## src/rtl/pcm_pkg.sv

```systemverilog
// Shared types and constants for the ADPCM sample-ROM arbiter.
package pcm_pkg;

  localparam int unsigned PCM_ADDR_W           = 24;
  localparam int unsigned PCM_DATA_W           = 8;
  localparam int unsigned PCM_ROM_WAIT_DEFAULT = 2;

  localparam logic PORT_A = 1'b0;
  localparam logic PORT_B = 1'b1;

  typedef enum logic [1:0] {
    ST_IDLE   = 2'd0,
    ST_ACCESS = 2'd1,
    ST_DONE   = 2'd2
  } pcm_state_t;

endpackage

```

## src/rtl/pcm_arbiter_rr.sv

```systemverilog
// Two-way grant decision for the ADPCM-A/B ROM ports.
// PCM_ARB_PRIO_B_EN: fixed ADPCM-B priority on ties instead of round-robin.
module pcm_rr_arb
  import pcm_pkg::*;
(
  input  logic CLK_68KCLKB,
  input  logic nRESET,
  input  logic grant_en,
  input  logic req_a,
  input  logic req_b,
  output logic grant,
  output logic grant_port
);

  logic last_grant;

  assign grant = grant_en & (req_a | req_b);

`ifdef PCM_ARB_PRIO_B_EN
  always_comb begin
    grant_port = req_b ? PORT_B : PORT_A;
  end
`else
  always_comb begin
    grant_port = req_b ? PORT_B : PORT_A;
    if (req_a && req_b) begin
      grant_port = (last_grant == PORT_A) ? PORT_B : PORT_A;
    end
  end
`endif

  // Reset to B so that A wins the first tie.
  always_ff @(posedge CLK_68KCLKB) begin
    if (!nRESET) begin
      last_grant <= PORT_B;
    end else if (grant) begin
      last_grant <= grant_port;
    end
  end

endmodule

```

## src/rtl/pcm_arbiter.sv

```systemverilog
// Shares one sample ROM between the ADPCM-A and ADPCM-B read ports.
// Optional macro PCM_ARB_PRIO_B_EN selects fixed B priority in pcm_rr_arb.
module pcm_arbiter
  import pcm_pkg::*;
#(
  parameter int unsigned ROM_WAIT = PCM_ROM_WAIT_DEFAULT
) (
  input  logic                  CLK_68KCLKB,
  input  logic                  nRESET,
  input  logic                  RREQ,
  input  logic [PCM_ADDR_W-1:0] RADDR,
  output logic                  RACK,
  output logic [PCM_DATA_W-1:0] RDATA,
  input  logic                  PREQ,
  input  logic [PCM_ADDR_W-1:0] PADDR,
  output logic                  PACK,
  output logic [PCM_DATA_W-1:0] PDATA,
  output logic [PCM_ADDR_W-1:0] ROM_A,
  output logic                  ROM_nOE,
  input  logic [PCM_DATA_W-1:0] ROM_D,
  output logic                  BUSY
);

  localparam logic [2:0] CNT_LOAD = 3'(ROM_WAIT - 1);

  pcm_state_t state;
  logic [2:0] cnt;
  logic       cur_port;
  logic       grant;
  logic       grant_port;

  pcm_rr_arb u_rr_arb (
    .CLK_68KCLKB (CLK_68KCLKB),
    .nRESET      (nRESET),
    .grant_en    (state == ST_IDLE),
    .req_a       (RREQ),
    .req_b       (PREQ),
    .grant       (grant),
    .grant_port  (grant_port)
  );

  always_ff @(posedge CLK_68KCLKB) begin
    if (!nRESET) begin
      state    <= ST_IDLE;
      cnt      <= '0;
      cur_port <= PORT_A;
      ROM_A    <= '0;
      ROM_nOE  <= 1'b1;
      RACK     <= 1'b0;
      PACK     <= 1'b0;
      RDATA    <= '0;
      PDATA    <= '0;
      BUSY     <= 1'b0;
    end else begin
      RACK <= 1'b0;
      PACK <= 1'b0;
      case (state)
        ST_IDLE: begin
          if (grant) begin
            ROM_A    <= (grant_port == PORT_B) ? PADDR : RADDR;
            cur_port <= grant_port;
            ROM_nOE  <= 1'b0;
            cnt      <= CNT_LOAD;
            BUSY     <= 1'b1;
            state    <= ST_ACCESS;
          end
        end
        ST_ACCESS: begin
          if (cnt == '0) begin
            if (cur_port == PORT_B) begin
              PDATA <= ROM_D;
              PACK  <= 1'b1;
            end else begin
              RDATA <= ROM_D;
              RACK  <= 1'b1;
            end
            ROM_nOE <= 1'b1;
            state   <= ST_DONE;
          end else begin
            cnt <= cnt - 3'd1;
          end
        end
        ST_DONE: begin
          BUSY  <= 1'b0;
          state <= ST_IDLE;
        end
        default: begin
          BUSY    <= 1'b0;
          ROM_nOE <= 1'b1;
          state   <= ST_IDLE;
        end
      endcase
    end
  end

endmodule

```

## config.mk

```make
export PLATFORM = sky130hd
export DESIGN_NAME = pcm_arbiter
export DESIGN_NICKNAME = d
export VERILOG_FILES = /design/src/rtl/pcm_pkg.sv /design/src/rtl/pcm_arbiter_rr.sv /design/src/rtl/pcm_arbiter.sv
export SDC_FILE = /design/constraint.sdc
export NUM_CORES = 1
export LEC_CHECK = 0
export ABC_AREA = 1
export CORE_UTILIZATION = 44
export DETAILED_ROUTE_END_ITERATION = 12
export PLACE_DENSITY = 0.95
export SLEW_MARGIN = 15
export SYNTH_ARGS = -nofsm -noshare
export SYNTH_HDL_FRONTEND = slang
export SYNTH_SLANG_ARGS = --single-unit
```

## constraint.sdc

```tcl
create_clock -name CLK_68KCLKB -period 3.85 [get_ports CLK_68KCLKB]
set_clock_uncertainty 0.15 [all_clocks]
set_input_delay 0.77 -clock CLK_68KCLKB [delete_from_list [all_inputs] [get_ports CLK_68KCLKB]]
set_output_delay 0.77 -clock CLK_68KCLKB [all_outputs]
set_load 0.1 [all_outputs]
```

* Word-level counts from Yosys, hierarchy flattened
Index checks and enable logic that the tools add are counted.
** Operators by class
- Bitwise operators :: 5
- Reduce and logical (&&, ||, !) cells :: 12
- Multiplexer cells :: 17
- $add $sub $neg :: 1
- Equality and inequality tests :: 5
** Operators with widths (number)
- 24-bit 2-to-1 mux :: 1
- 3-bit AND reduction :: 5
- 1-bit 2-to-1 mux :: 8
- 3-bit 2-to-1 mux :: 2
- 2-bit != test (second input constant) :: 3
- 3-bit case mux with 2 select lines :: 1
- 2-bit AND reduction :: 3
- 2-bit 2-to-1 mux :: 2
- 2-bit case mux with 2 select lines :: 1
- 3-bit zero test :: 1
- 1-bit inverter :: 3
- 1-bit case mux with 3 select lines :: 1
- 3-bit by 1-bit subtractor with 3-bit output (second input constant) :: 1
- 2-bit by 1-bit == test with 1-bit output (second input constant) :: 1
- 2-bit == test (second input constant) :: 1
- 2-bit zero test :: 1
- 1-bit case mux with 2 select lines :: 1
- 2-bit nonzero test :: 1
- 1-bit bitwise AND :: 1
- 1-bit logical AND :: 1
- 1-bit bitwise OR :: 1
** Storage, ports and cells
- Output and inout bits :: 44
- Input bits :: 60
- Flip-flop bits (word level) :: 51

* Depth between registers and ports, before layout
- Word-level depth :: 4
- Depth in mapped cells :: 8
- Depth with buffers taken out :: 8

* Hierarchy
From an unflattened synthesis, not the netlist that was laid out.
** Unflattened totals
- Cells, all modules :: 325
- Area, all modules :: 2278.4 um2
** Modules (own cells, without submodules)
- pcm_arbiter :: instances 1, cells each 317, area each 2220.9 um2
- pcm_rr_arb :: instances 1, cells each 8, area each 57.6 um2

* Worst setup path after synthesis
OpenSTA, ideal clock, no wires.
- Path type :: reg2out
- From :: register RDATA[0]
- To :: output port RDATA[0]
- Data required time :: 2.930 ns
- Stages on the path, launching flop included :: 1
- Slack :: 2.005 ns
- Data arrival time :: 0.925 ns
- Cell sequence :: dfxtp_1
** RTL lines
- start, declared :: line pcm_arbiter.sv:13 : output logic [PCM_DATA_W-1:0] RDATA,
- start signal, assigned :: line pcm_arbiter.sv:51 : RDATA <= '0;
- start signal, assigned :: line pcm_arbiter.sv:74 : RDATA <= ROM_D;
No word-level cell between the ends.

* Worst setup path after layout
- From :: register ROM_A[23]
- To :: output port ROM_A[23]
** RTL lines
- start, declared :: line pcm_arbiter.sv:18 : output logic [PCM_ADDR_W-1:0] ROM_A,
- start signal, assigned :: line pcm_arbiter.sv:60 : ROM_A <= (grant_port == PORT_B) ? PADDR : RADDR;
No word-level cell between the ends.

==> impl_summary.md <==
Die
The number of rows created at floorplan is 25. The total area inside the core boundary comes to 4850 sq um. 104 I/O pins were placed. The die is 73.8 um wide. The initial utilization of the core area, before any placement, comes to 0.468. In this run the vertical extent of the chip is 73.8 um. The area of the die is 5450 sq um.

Drt
In this run the remaining antenna-violating nets after routing total 0. The number of search-and-repair iterations in the first detailed-routing pass is 4. The number of remaining DRC errors is 0. The average wire length per cell after detail routing is 12.6 um.

For this block, the initial DRC count from the detailed router was 164. The via density per instance is 4.78. The via count is 2,349. The total wirelength of the detailed-routed design is 6180 um.

Synthesis
The share of async-settable or async-resettable flops after synthesis is 0. The number of synthesized register bits is 51. For this run, the number of Yosys warnings is 0.

The mapped netlist covers 2270 sq um. The most instantiated flip-flop cell in the synthesis netlist is dfxtp_1. Counting instances in the post-synthesis netlist gives the leading cell types as 97 x nand2_1, 51 x dfxtp_1, 38 x nor2_1, 32 x inv_1, 27 x nand3_1. The synthesized netlist cell count is 321. The net count of the mapped netlist is 383. Synthesis instantiated 21 different standard cells from the library. The post-synthesis average cell area is 7.07 sq um.

The cell with the most instances after synthesis is nand2_1. The share of synthesized area in the top cell type comes to 0.450. By area the synthesized netlist is led by dfxtp_1 45%, nand2_1 16%, or2_2 6.3%. The largest total area in the synthesized netlist belongs to dfxtp_1. The fraction of the yosys area taken by sequential cells is 0.450.

The number of flops mapped to enable cells by yosys is 0.

CTS
After clock tree synthesis, the repair step resized 0 gates. No sink is reached through more buffers than the 2 on the longest clock path. Clock-pin slew was measured on the worst setup and hold paths at 0.09 ns. In this run the clock root is driven by a clkbuf_8. Buffers inserted during clock tree synthesis total 5. The H-tree was split into 2 levels. Post-CTS timing repair inserted 0 buffers for setup.

The clock net in this run drives a total of 51 sinks. Hold repair after CTS inserted 0 buffers. Clock latency on the worst-skew pair, taken at its later pin, is 0.30 ns.

The CTS tree is yes.

Place
The post-placement cell area is 3340 sq um. At the end of routability-driven placement, the weighted congestion stood at 0.828. The number of I/O port buffers is 103.

The wire-length estimate of the detail-placed layout is 4520 um.

Cells and area
Once layout is complete, the utilization of the core stands at 0.717. The number of antenna diodes in the final layout is 0. In the final layout, the share of cells above drive strength 1 is 0.108. The post-layout net count is 485. The area added between synthesis and finish is 53.1%.

With fillers left out, the area of the finished cells amounts to 3480 sq um.

Setup path
The worst path arrival time is 1.85 ns. The number of buffer and inverter instances along the worst setup path is 1. Among all stages on the critical path, the largest delay is contributed by clkdlybuf4s50_1. Among cell families on the critical path, the largest total delay comes from buffers and inverters.

The kind of end point of the critical path is an output pin. The worst setup path category is reg -> out. The internal reg-to-reg setup slack is 1.80 ns. The critical path starts at ROM_A[23].

The capture point of the worst reg-to-reg path is ROM_A[9]. In this run the critical register-to-register path is launched from u_rr_arb.last_grant. For this run, the slowest stage of the critical path takes 1.16 ns.

The largest fanout on the critical path is 2. The endpoint required time on the critical path is 2.93 ns. The worst setup path is launched from a flip-flop. The worst register-to-register path has a depth of 5. The signal on the critical path passes through clkdlybuf4s50_1.

GRT
Entering global routing, the biggest net connects 46 pins. The overall global routing resource usage is 0.239. The initial antenna violation count was 0. The overflow left after global routing is 0. The number of global-route vias before repair is 2,250. The global-route wire length before repair is 9760 um.

Worst hold path
The instance count along the most critical hold path is 2. The class of the tightest hold or removal check is reg -> reg. The worst hold path startpoint is ROM_A[16].

For hold timing, the worst endpoint is ROM_A[16].

Status
The run finished with clean final reports.

Flow run
Max-cap violations in this run came to 0.

Power and ir drop
The final total power is 1.79 mW. For this design the static power due to leakage is 1.59 nW. The power density over cell area is 514 nW/um^2. The peak supply drop is 0.000263 V.

STA
The count of endpoints failing hold in the final timing report is 0. Across all hold checks on the routed design, the worst slack comes to 0.305 ns. For this run, the top clock speed supported by timing is 361 MHz.

Setup repair after global routing left no endpoint under its margin. The actual slew at the worst max-slew pin is 1.12 ns. The number of max-slew violations in the final report is 0. For the finished layout, the period the worst path requires is 2.77 ns.

The setup violation total in the final timing report is 0. In this run the tightest slew margin relative to its limit is 0.253. After routing, the total negative slack on setup checks comes to 0 ns. Of the available clock period, the critical path in the final layout requires 0.719.
metal layers:
layer | share of wire | GRT usage | vias up
met4 | 0.042 | 0.150 | 0
met3 | 0.045 | 0.0617 | 28
li1 | - | - | 1186
met5 | 0 | 0 | -
met2 | 0.52 | 0.406 | 81
met1 | 0.39 | 0.265 | 1054
logic make-up after synthesis:
kind of cell,Yosys count,share of synthesized area
AOI/OAI and AO/OA,16,0.0358
adders and majority gates,2,0.0110
buffers and inverters,48,0.0893
DFF,51,0.450
and+or+nand+nor,204,0.414
through the flow:
step / worst slack [ns] / cells
after floorplan: 2.01 / 321
after global placement: 0.949 / 483
after detailed placement: 0.880 / 483
after CTS: 1.10 / 491
after global routing: 0.977 / 491
final: 1.08 / 491
report_power, final:
group / internal, mW / total, mW / switching (mW)
registers: 0.588 / 0.622 / 0.0348
clock network: 0.260 / 0.436 / 0.177
logic: 0.201 / 0.728 / 0.527
cell usage in the layout (no fill, tap or decap):
master,instances
a21oi_1,5
buf_4,3
bufinv_16,2
clkbuf_1,1
clkbuf_8,5
clkdlybuf4s50_1,103
clkinv_1,1
dfxtp_1,51
ha_1,2
inv_1,32
inv_2,4
nand2_1,97
nand2_2,2
nand2_4,1
nand3_1,27
nand3b_1,9
nor2_1,38
nor2_2,2
nor2_4,4
nor3_1,1
o21ai_0,10
o22ai_1,1
or2_2,23
registers in the layout (all words and copies together) (netlist names), 2 cells and up:
| name | flops |
|---|---|
| PDATA | 8 |
| RDATA | 8 |
| ROM_A | 24 |
| cnt | 3 |
| state | 2 |
layout make-up:
cell class              count  area (sq um)
clock buffers               6          72.6
clock inverters             2          60.1
fillers                   365          1370
inverters                  37           139
multi-input cells         222          1050
flip-flops and latches     51          1020
well taps                  67          83.8
repair buffers            106          1050
worst min-delay path, stage by stage, from the launching register on:
cell     delay [ns]
dfxtp_1        0.32
nand2_1        0.06
nand2_1        0.04
worst max-delay path by stage:
stage,cells past startpoint,slack [ns],end
after detailed placement,6,0.88,ROM_A[12]
after CTS,1,1.10,ROM_A[23]
after global routing,6,0.98,ROM_A[1]
final,1,1.08,ROM_A[23]
after floorplan,0,2.01,RDATA[0]
after global placement,6,0.95,ROM_A[10]
Power figures use the tool's default switching activity.
